### config.mk
export PLATFORM = sky130hd
export DESIGN_NAME = seven_segment_ctrl_flat
export DESIGN_NICKNAME = d
export VERILOG_FILES = /design/src/rtl/seven_segment_ctrl_if.sv /design/src/rtl/seven_segment_ctrl.sv /design/src/flat_wrapper.sv
export SDC_FILE = /design/constraint.sdc
export NUM_CORES = 1
export LEC_CHECK = 0
export CELL_PAD_IN_SITES_DETAIL_PLACEMENT = 0
export CELL_PAD_IN_SITES_GLOBAL_PLACEMENT = 2
export CORE_MARGIN = 4
export CORE_UTILIZATION = 31
export CTS_CLUSTER_SIZE = 14
export DETAILED_ROUTE_END_ITERATION = 6
export GPL_TIMING_DRIVEN = 0
export PLACE_DENSITY = 0.71
export SETUP_SLACK_MARGIN = 0.3
export SLEW_MARGIN = 25
export SYNTH_ARGS = -nofsm -noshare
export SYNTH_HDL_FRONTEND = slang
export SYNTH_SLANG_ARGS = --single-unit
### constraint.sdc
create_clock -name clk -period 3.56 [get_ports clk]
set_clock_uncertainty 0.2 [all_clocks]
set_input_delay 0.712 -clock clk [delete_from_list [all_inputs] [get_ports clk]]
set_output_delay 0.712 -clock clk [all_outputs]
set_load 0.03 [all_outputs]
### src/rtl/seven_segment_ctrl_if.sv
// Bus between the game FSM and the seven-segment display controller.
//   sym_in     : packed digit symbols, digit d = sym_in[d*SYM_W +: SYM_W]
//   load       : single-cycle strobe, latches sym_in and reveal_en
//   reveal_en  : 1 = reveal digits left to right after the load
//   blink_mask : per-digit blink enable (live)
//   lamp_test  : force all segments on (live)
//   hex_out    : active-low {g,f,e,d,c,b,a} per digit, registered
//   busy       : reveal animation in progress
interface seven_segment_ctrl_if #(
  parameter int NUM_DIGITS = 4,
  parameter int SYM_W      = 4
);
  logic [NUM_DIGITS*SYM_W-1:0] sym_in;
  logic                        load;
  logic                        reveal_en;
  logic [NUM_DIGITS-1:0]       blink_mask;
  logic                        lamp_test;
  logic [NUM_DIGITS*7-1:0]     hex_out;
  logic                        busy;

  modport master (
    output sym_in, load, reveal_en, blink_mask, lamp_test,
    input  hex_out, busy
  );

  modport slave (
    input  sym_in, load, reveal_en, blink_mask, lamp_test,
    output hex_out, busy
  );
endinterface

### src/rtl/seven_segment_ctrl.sv
// Multi-digit seven-segment display controller.
// Latches digit symbols on load and drives registered active-low segment
// patterns, with per-digit blinking, an optional left-to-right reveal
// animation and a lamp test.
//   clk     : system clock
//   reset_n : asynchronous active-low reset
//   bus     : seven_segment_ctrl_if slave (symbols/strobes in, hex/busy out)
//
// state  | meaning
// IDLE   | all latched digits eligible for display, busy=0
// REVEAL | one more digit uncovered every REVEAL_TICKS cycles, busy=1
module seven_segment_ctrl #(
  parameter int NUM_DIGITS   = 4,
  parameter int SYM_W        = 4,
  parameter int BLINK_TICKS  = 25000000,
  parameter int REVEAL_TICKS = 12500000
) (
  input logic               clk,
  input logic               reset_n,
  seven_segment_ctrl_if.slave bus
);

  localparam int BW  = (BLINK_TICKS  > 1) ? $clog2(BLINK_TICKS)  : 1;
  localparam int RW  = (REVEAL_TICKS > 1) ? $clog2(REVEAL_TICKS) : 1;
  localparam int RVW = $clog2(NUM_DIGITS + 1);

  localparam logic [BW-1:0]  BLINK_LAST  = BW'(BLINK_TICKS - 1);
  localparam logic [RW-1:0]  REVEAL_LAST = RW'(REVEAL_TICKS - 1);
  localparam logic [RVW-1:0] ALL_DIGITS  = RVW'(NUM_DIGITS);
  localparam logic [RVW-1:0] LAST_DIGIT  = RVW'(NUM_DIGITS - 1);

  typedef enum logic {IDLE, REVEAL} state_t;

  state_t                      state_q;
  logic [NUM_DIGITS*SYM_W-1:0] sym_q;
  logic [RVW-1:0]              revealed_q;
  logic                        busy_q;
  logic                        phase_q;
  logic [BW-1:0]               bcnt_q;
  logic [RW-1:0]               rcnt_q;
  logic [NUM_DIGITS*7-1:0]     hex_q;
  logic [NUM_DIGITS*7-1:0]     hex_d;

  function automatic logic [6:0] glyph(input logic [SYM_W-1:0] s);
    logic [3:0] v;
    v = 4'(s);
    case (v)
      4'd1:    glyph = 7'b1111001;
      4'd2:    glyph = 7'b0100100;
      4'd3:    glyph = 7'b0110000;
      4'd4:    glyph = 7'b0011001;
      4'd5:    glyph = 7'b0010010;
      4'd6:    glyph = 7'b0000010;
      4'd7:    glyph = 7'b1111000;
      4'd8:    glyph = 7'b0000000;
      4'd9:    glyph = 7'b0010000;
      4'd10:   glyph = 7'b0001000;
      4'd11:   glyph = 7'b0000011;
      4'd12:   glyph = 7'b1000110;
      4'd13:   glyph = 7'b0100001;
      4'd14:   glyph = 7'b0000110;
      4'd15:   glyph = 7'b0001110;
      default: glyph = 7'b1111111;
    endcase
  endfunction

  // Lamp test beats reveal masking, which beats blinking.
  always_comb begin
    hex_d = '1;
    for (int d = 0; d < NUM_DIGITS; d++) begin
      if (bus.lamp_test) begin
        hex_d[d*7 +: 7] = 7'b0000000;
      end else if (d >= int'(revealed_q)) begin
        hex_d[d*7 +: 7] = 7'b1111111;
      end else if (bus.blink_mask[d] && phase_q) begin
        hex_d[d*7 +: 7] = 7'b1111111;
      end else begin
        hex_d[d*7 +: 7] = glyph(sym_q[d*SYM_W +: SYM_W]);
      end
    end
  end

  always_ff @(posedge clk or negedge reset_n) begin
    if (!reset_n) begin
      state_q    <= IDLE;
      sym_q      <= '0;
      revealed_q <= ALL_DIGITS;
      busy_q     <= 1'b0;
      phase_q    <= 1'b0;
      bcnt_q     <= '0;
      rcnt_q     <= '0;
      hex_q      <= '1;
    end else begin
      hex_q <= hex_d;

      // A load realigns the blink so new symbols start visible.
      if (bus.load) begin
        bcnt_q  <= '0;
        phase_q <= 1'b0;
      end else if (bcnt_q == BLINK_LAST) begin
        bcnt_q  <= '0;
        phase_q <= ~phase_q;
      end else begin
        bcnt_q <= bcnt_q + 1'b1;
      end

      // Load has priority over the animation and restarts it.
      if (bus.load) begin
        sym_q  <= bus.sym_in;
        rcnt_q <= '0;
        if (bus.reveal_en) begin
          revealed_q <= '0;
          busy_q     <= 1'b1;
          state_q    <= REVEAL;
        end else begin
          revealed_q <= ALL_DIGITS;
          busy_q     <= 1'b0;
          state_q    <= IDLE;
        end
      end else begin
        case (state_q)
          IDLE: ;
          REVEAL: begin
            if (rcnt_q == REVEAL_LAST) begin
              rcnt_q     <= '0;
              revealed_q <= revealed_q + 1'b1;
              if (revealed_q == LAST_DIGIT) begin
                busy_q  <= 1'b0;
                state_q <= IDLE;
              end
            end else begin
              rcnt_q <= rcnt_q + 1'b1;
            end
          end
          default: state_q <= IDLE;
        endcase
      end
    end
  end

  assign bus.hex_out = hex_q;
  assign bus.busy    = busy_q;

endmodule

### src/flat_wrapper.sv
// flat-port wrapper written by rule: the top's interface ports become plain ports
module seven_segment_ctrl_flat 
#(
  parameter int NUM_DIGITS   = 4,
  parameter int SYM_W        = 4,
  parameter int BLINK_TICKS  = 25000000,
  parameter int REVEAL_TICKS = 12500000
)
  (clk, reset_n, bus_sym_in, bus_load, bus_reveal_en, bus_blink_mask, bus_lamp_test, bus_hex_out, bus_busy);
  seven_segment_ctrl_if #(.NUM_DIGITS(NUM_DIGITS), .SYM_W(SYM_W)) bus_i ();
  input logic clk;
  input logic reset_n;
  input wire logic [$bits(bus_i.sym_in)-1:0] bus_sym_in;
  input wire logic [$bits(bus_i.load)-1:0] bus_load;
  input wire logic [$bits(bus_i.reveal_en)-1:0] bus_reveal_en;
  input wire logic [$bits(bus_i.blink_mask)-1:0] bus_blink_mask;
  input wire logic [$bits(bus_i.lamp_test)-1:0] bus_lamp_test;
  output wire logic [$bits(bus_i.hex_out)-1:0] bus_hex_out;
  output wire logic [$bits(bus_i.busy)-1:0] bus_busy;
  assign bus_i.sym_in = bus_sym_in;
  assign bus_i.load = bus_load;
  assign bus_i.reveal_en = bus_reveal_en;
  assign bus_i.blink_mask = bus_blink_mask;
  assign bus_i.lamp_test = bus_lamp_test;
  assign bus_hex_out = bus_i.hex_out;
  assign bus_busy = bus_i.busy;
  seven_segment_ctrl #(.NUM_DIGITS(NUM_DIGITS), .SYM_W(SYM_W), .BLINK_TICKS(BLINK_TICKS), .REVEAL_TICKS(REVEAL_TICKS)) u_core (.clk(clk), .reset_n(reset_n), .bus(bus_i));
endmodule
# Yosys cells after proc, flatten, opt, wreduce, memory -nomap -nowiden
# Memory sizes are Yosys's and may differ from the RTL's.
# Cells that the tools add are included.
[classes] addsub=3 order_cmp=4 eq_ne=3 mux=32 bitwise=1 reduce_logical=10
[op_table] op="7-bit two-way mux" count=12
[op_table] op="24-bit two-way mux" count=3
[op_table] op="25-bit two-way mux" count=2
[op_table] op="25-bit by 1-bit adder with 25-bit output, second input constant" count=1
[op_table] op="25-bit equality test, second input constant" count=1
[op_table] op="24-bit by 1-bit adder with 24-bit output, second input constant" count=1
[op_table] op="24-bit equality test, second input constant" count=1
[op_table] op="3-bit two-way mux" count=4
[op_table] op="1-bit two-way mux" count=11
[op_table] op="2-bit nonzero test" count=4
[op_table] op="1-bit by 3-bit greater-or-equal comparator with 1-bit output, first input constant" count=2
[op_table] op="2-bit by 3-bit greater-or-equal comparator with 1-bit output, first input constant" count=2
[op_table] op="1-bit logical AND" count=4
[op_table] op="3-bit by 1-bit adder with 3-bit output, second input constant" count=1
[op_table] op="3-bit by 2-bit equality test with 1-bit output, second input constant" count=1
[op_table] op="3-bit AND reduction" count=1
[op_table] op="2-bit AND reduction" count=1
[op_table] op="1-bit NOT" count=1
[totals] reg_bits=99 rom_bits=448 word_cells=65 memories=4
[mem_list] memory="(name not given)" depth=16 width=7 rd=1 rd_clocked_by_memory_dff=0 write_ports=0 line="seven_segment_ctrl.sv:47" text="case (v)"
[mem_list] memory="(name not given)" depth=16 width=7 rd=1 rd_clocked_by_memory_dff=0 write_ports=0 line="seven_segment_ctrl.sv:47"
[mem_list] memory="(name not given)" depth=16 width=7 rd=1 rd_clocked_by_memory_dff=0 write_ports=0 line="seven_segment_ctrl.sv:47"
[mem_list] memory="(name not given)" depth=16 width=7 rd=1 rd_clocked_by_memory_dff=0 write_ports=0 line="seven_segment_ctrl.sv:47"

# Longest topological paths before layout
[logic_depth] word_depth=5 depth_mapped=8 depth_no_buf=6

# Worst setup path after synthesis
# Ideal clock, no wire load.
[synth_timing] path_type="reg-to-reg" from="register u_core.rcnt_q[0]" to="register u_core.rcnt_q[20]" setup_ns=0.099 t_arrival_ns=1.907 setup_slack_ns=1.354 stages_incl_launch_ff=6 path_cell_list="dfrtp_1 > ha_1 > nand3_1 > or4_4 > or4_1 > a311oi_1"
[synth_via] elab_chain_len=4 word_cells_on_any_way=5 cone_classes="add/sub: 1; eq/ne: 1; mux: 3"
[synth_rtl] element="start, declared" line="seven_segment_ctrl.sv:40" text="logic [RW-1:0] rcnt_q;"
[synth_rtl] element="start signal, assigned" line="seven_segment_ctrl.sv:132" text="rcnt_q <= rcnt_q + 1'b1;"
[synth_rtl] element="24-bit by 1-bit adder with 24-bit output or 24-bit equality test (tied branches)" line="seven_segment_ctrl.sv:132, seven_segment_ctrl.sv:124"
[synth_rtl] element="24-bit two-way mux (*)" line="seven_segment_ctrl.sv:124" text="if (rcnt_q == REVEAL_LAST) begin"
[synth_rtl] element="24-bit two-way mux (*)" line="seven_segment_ctrl.sv:121" text="case (state_q)"
[synth_rtl] element="24-bit two-way mux (*)" line="seven_segment_ctrl.sv:108" text="if (bus.load) begin"
# Mark *: on every way between the ends. The rest lies on a longest branch, timed or not. The select of a mux whose other input is x is not followed.
# A chain may end at the register's enable or synchronous reset.

# Worst setup path in the final report
[layout_timing] from="input port bus_load" to="register u_core.sym_q[8]"
[layout_lines] element="start, declared" line="flat_wrapper.sv:14" text="input wire logic [$bits(bus_i.load)-1:0] bus_load;"
[layout_lines] element="end signal, assigned" line="seven_segment_ctrl.sv:109" text="sym_q <= bus.sym_in;"
[layout_lines] element="end, declared" line="seven_segment_ctrl.sv:35" text="logic [NUM_DIGITS*SYM_W-1:0] sym_q;"
# No word-level cell between the ends.

==> impl_metrics.toml <==
[logic_synthesis]
synth_fp_nets = 628
synthTopCellsByArea = "dfrtp_1 32%, dfstp_2 14%, ha_1 6.0%"
netlist_area_mm2 = 0.00540
yosysUniqueCellTypes = 54
synth_seq_cells = 99
yosysWarningCount = 0
synthArstFlopShare_pct = 100
synthMuxAreaShare_pct = 3.31
yosys.area.top_type_share_pct = 32.4
synth_xor_area_share_pct = 5.51
synthSimpleGateAreaFrac_pct = 21.6
synth_top_cell_by_area = "dfrtp_1"
synth-seq-area-share_pct = 46.5
synth_compound_area_share_pct = 13.3
yosysMostFrequentCell = "dfrtp_1"
synth_edf_count = 0
synthAdderAreaFrac_pct = 6.02
synth_area_per_cell_um2 = 9.36
ys.flop_type = "dfrtp_1"
syn_inst = 577
synth_common_cells = "70 x dfrtp_1, 67 x nor2_1, 55 x nand2_1"
synth_top_family_by_area = "simple AND/OR/NAND/NOR gates"

[setup_path]
critPathMaxStageDelay_ns = 0.61
r2r_end = "u_core.bcnt_q[17]"
worstSetupPathType = "input port to flop"
startpoint_type = "input port"
arrival_ns = 2.88
timing.rr.start = "u_core.bcnt_q[0]"
worst_setup_path_end_kind = "flop"
cpMaxStageDelayCell = "clkdlybuf4s50_1"
regToRegSetupSlack_ns = 0.89
critPathMaxFanout = 10
worstPathCellList = "clkdlybuf4s50_1 > clkbuf_1 > clkbuf_2 > clkbuf_1 > o21ai_0"
cp.required_ns = 3.55
critical_path.most_common_cell = "clkbuf_1"
r2r_cells = 8

[final_layout]
antenna_cells = 0
regArea_mm2 = 0.00251
area_growth_pct = 21.2
nNetsFinal = 692
fin_area_mm2 = 0.00655
layout-drive-gt1-share_pct = 10.7
final.fill_count = 1772
multi_input_comb_area_mm2 = 0.00269

[floorplanning]
die_x_um = 140
io_pins = 54
fp.coreArea_mm2 = 0.0172
rows = 48
dieArea_mm2 = 0.0196
start_util_pct = 31.5
die_h_um = 140

[job]
drv_cap = 0

[power_and_ir_drop]
p_leak_nw = 2.61
seqPwrFrac_pct = 45.7
swShare_pct = 27.4
irDropWorstVdd_mv = 0.243
p_clk_share_pct = 36.9
internal-power_mw = 1.98
switchingPower_mw = 0.747
pwr-share-comb_pct = 17.4
power.density_mw_per_mm2 = 417

[sta]
hold_slack_ns = 0.0323
hold_viol_final = 0
fin_crit_ns = 2.89
worst_slew_pin_slew_ns = 0.821
rsz0062_at_grt = "false"
slew_violations = 0
final.setup.tns_ns = 0
setup_ws_ns = 0.674
finalSetupViolations = 0
max-slew-margin-rel_pct = 44.8
finalCritPeriodShare_pct = 81.1
max_freq_ghz = 0.347

[global_route]
grt_use_total_pct = 14.2
grt_antenna_before_repair = 0
grt_pass1_vias = 4382
grt_max_degree = 74
grt_pass1_wl_mm = 22.7
overflow = 0

[placement]
pre_cts_ws_ns = 0.0500
io_buffer_count = 52
place_hpwl_mm = 9.82
place.gp.congestion = 0.835
placed_area_mm2 = 0.00623

[route]
drcViolationCount = 0
ant_nets = 0
routedWlPerCell_um = 15.5
dr.pass1.iters = 4
drtIter0Drc = 279
vias = 4427
via_per_inst = 5.08
routed_wl_mm = 13.5

[clocking]
worstSkewPairLatency_ns = 0.34
numCtsBuffers = 9
clockRootBuffer = "clkbuf_16"
clock_sinks = 99
cts_max_path_buffers = 2
clk_pin_slew_ns = 0.07
ctsHtreeMaxLevel = 3
post_cts_buffers = 0
cts_tree = "built"

[hold_path]
hold_path_class = "input port to asynchronous set/reset pin"

[outcome]
status = "complete, no violations"
## kinds of logic after synthesis
| group | count (synthesis) |
|---|---|
| muxes | 17 |
| AOI/OAI and AO/OA | 121 |
| xor gates and xnor gates | 34 |
| buffers and inverters | 51 |
| adders and majority gates | 26 |
| and+or+nand+nor | 229 |
| DFF | 99 |
## power groups by stage
stage               clock (mW)  sequential [mW]  combinational (mW)
floorplan                    0             1.34               0.212
global placement             0             1.27               0.478
detailed placement           0             1.27               0.481
CTS                       1.04             1.25               0.482
global route              1.10             1.25               0.529
finish                    1.01             1.25               0.475
## final cells by class
| cell class | instances | area share (%) |
|---|---|---|
| timing repair buffer | 53 | 8.39 |
| buffer | 32 | 2.01 |
| clock inverter | 4 | 0.745 |
| tap | 225 | 4.30 |
| inverter | 19 | 1.09 |
| multi-input combinational | 427 | 41.2 |
| sequential | 99 | 38.4 |
| clock buffer | 12 | 3.92 |
## flip-flops by register name, indices dropped and copies added, names as in the netlist
name and flops:
u_core.revealed_q 3, u_core.state_q 1, u_core.bus.hex_out 28, u_core.sym_q 16
u_core.bus.busy 1, u_core.bcnt_q 25, u_core.rcnt_q 24, u_core.phase_q 1
## layout by cell type, fill, tap and decap left out, types with 10 or more instances in the layout
| cell type | netlist | final |
|---|---|---|
| clkdlybuf4s50_1 | 0 | 51 |
| a21oi_1 | 32 | 32 |
| nor4_1 | 15 | 14 |
| ha_1 | 26 | 26 |
| nand3_1 | 22 | 22 |
| dfstp_2 | 29 | 29 |
| nand2_1 | 55 | 55 |
| clkbuf_1 | 24 | 25 |
| inv_1 | 19 | 19 |
| xor2_1 | 23 | 23 |
| a31oi_1 | 17 | 17 |
| mux2i_1 | 10 | 10 |
| xnor2_1 | 11 | 11 |
| o21ai_0 | 42 | 42 |
| nor3_1 | 14 | 14 |
| dfrtp_1 | 70 | 70 |
| nand4_1 | 13 | 13 |
| nor2_1 | 67 | 67 |
## per-stage QoR
step,std cells,power (mW),util (%)
after floorplan,577,1.55,-
after global placement,854,1.74,36.1
after detailed placement,855,1.75,36.3
after global routing,871,2.88,38.1
after CTS,871,2.77,38.1
final,871,2.73,38.1
## critical path, delay by kind of cell
family	cells	cell delay, ns
buf+inv	4	1.99
compound gates	1	0.17
## worst max-delay path by stage
stage	from	depth (start not counted)	slack (ns)	end
after global placement	reset_n	1	-2.25	u_core.sym_q[9]
after CTS	bus_load	5	0.42	u_core.sym_q[8]
after floorplan	u_core.rcnt_q[0]	5	1.35	u_core.rcnt_q[20]
after global routing	bus_load	5	0.52	u_core.sym_q[1]
final	bus_load	5	0.67	u_core.sym_q[8]
after detailed placement	bus_load	5	0.05	u_core.sym_q[8]
## routing by layer
| metal | global-route usage [%] | part of all wire [%] | vias to the layer above | routed length, um |
|---|---|---|---|---|
| li1 | - | - | 2182 | - |
| met1 | 19.6 | 48 | 2152 | 6460 |
| met5 | 0 | 0 | - | 0 |
| met4 | 4.23 | 1.4 | 0 | 189 |
| met2 | 23.0 | 47 | 76 | 6400 |
| met3 | 2.56 | 3.6 | 17 | 481 |
## what timing repair did
action                     in CTS  in global routing
setup endpoints to repair       0                  5
hold buffers                    0                  0
resized for setup               0                  1
Note: power is estimated with default switching activity, not from simulation.
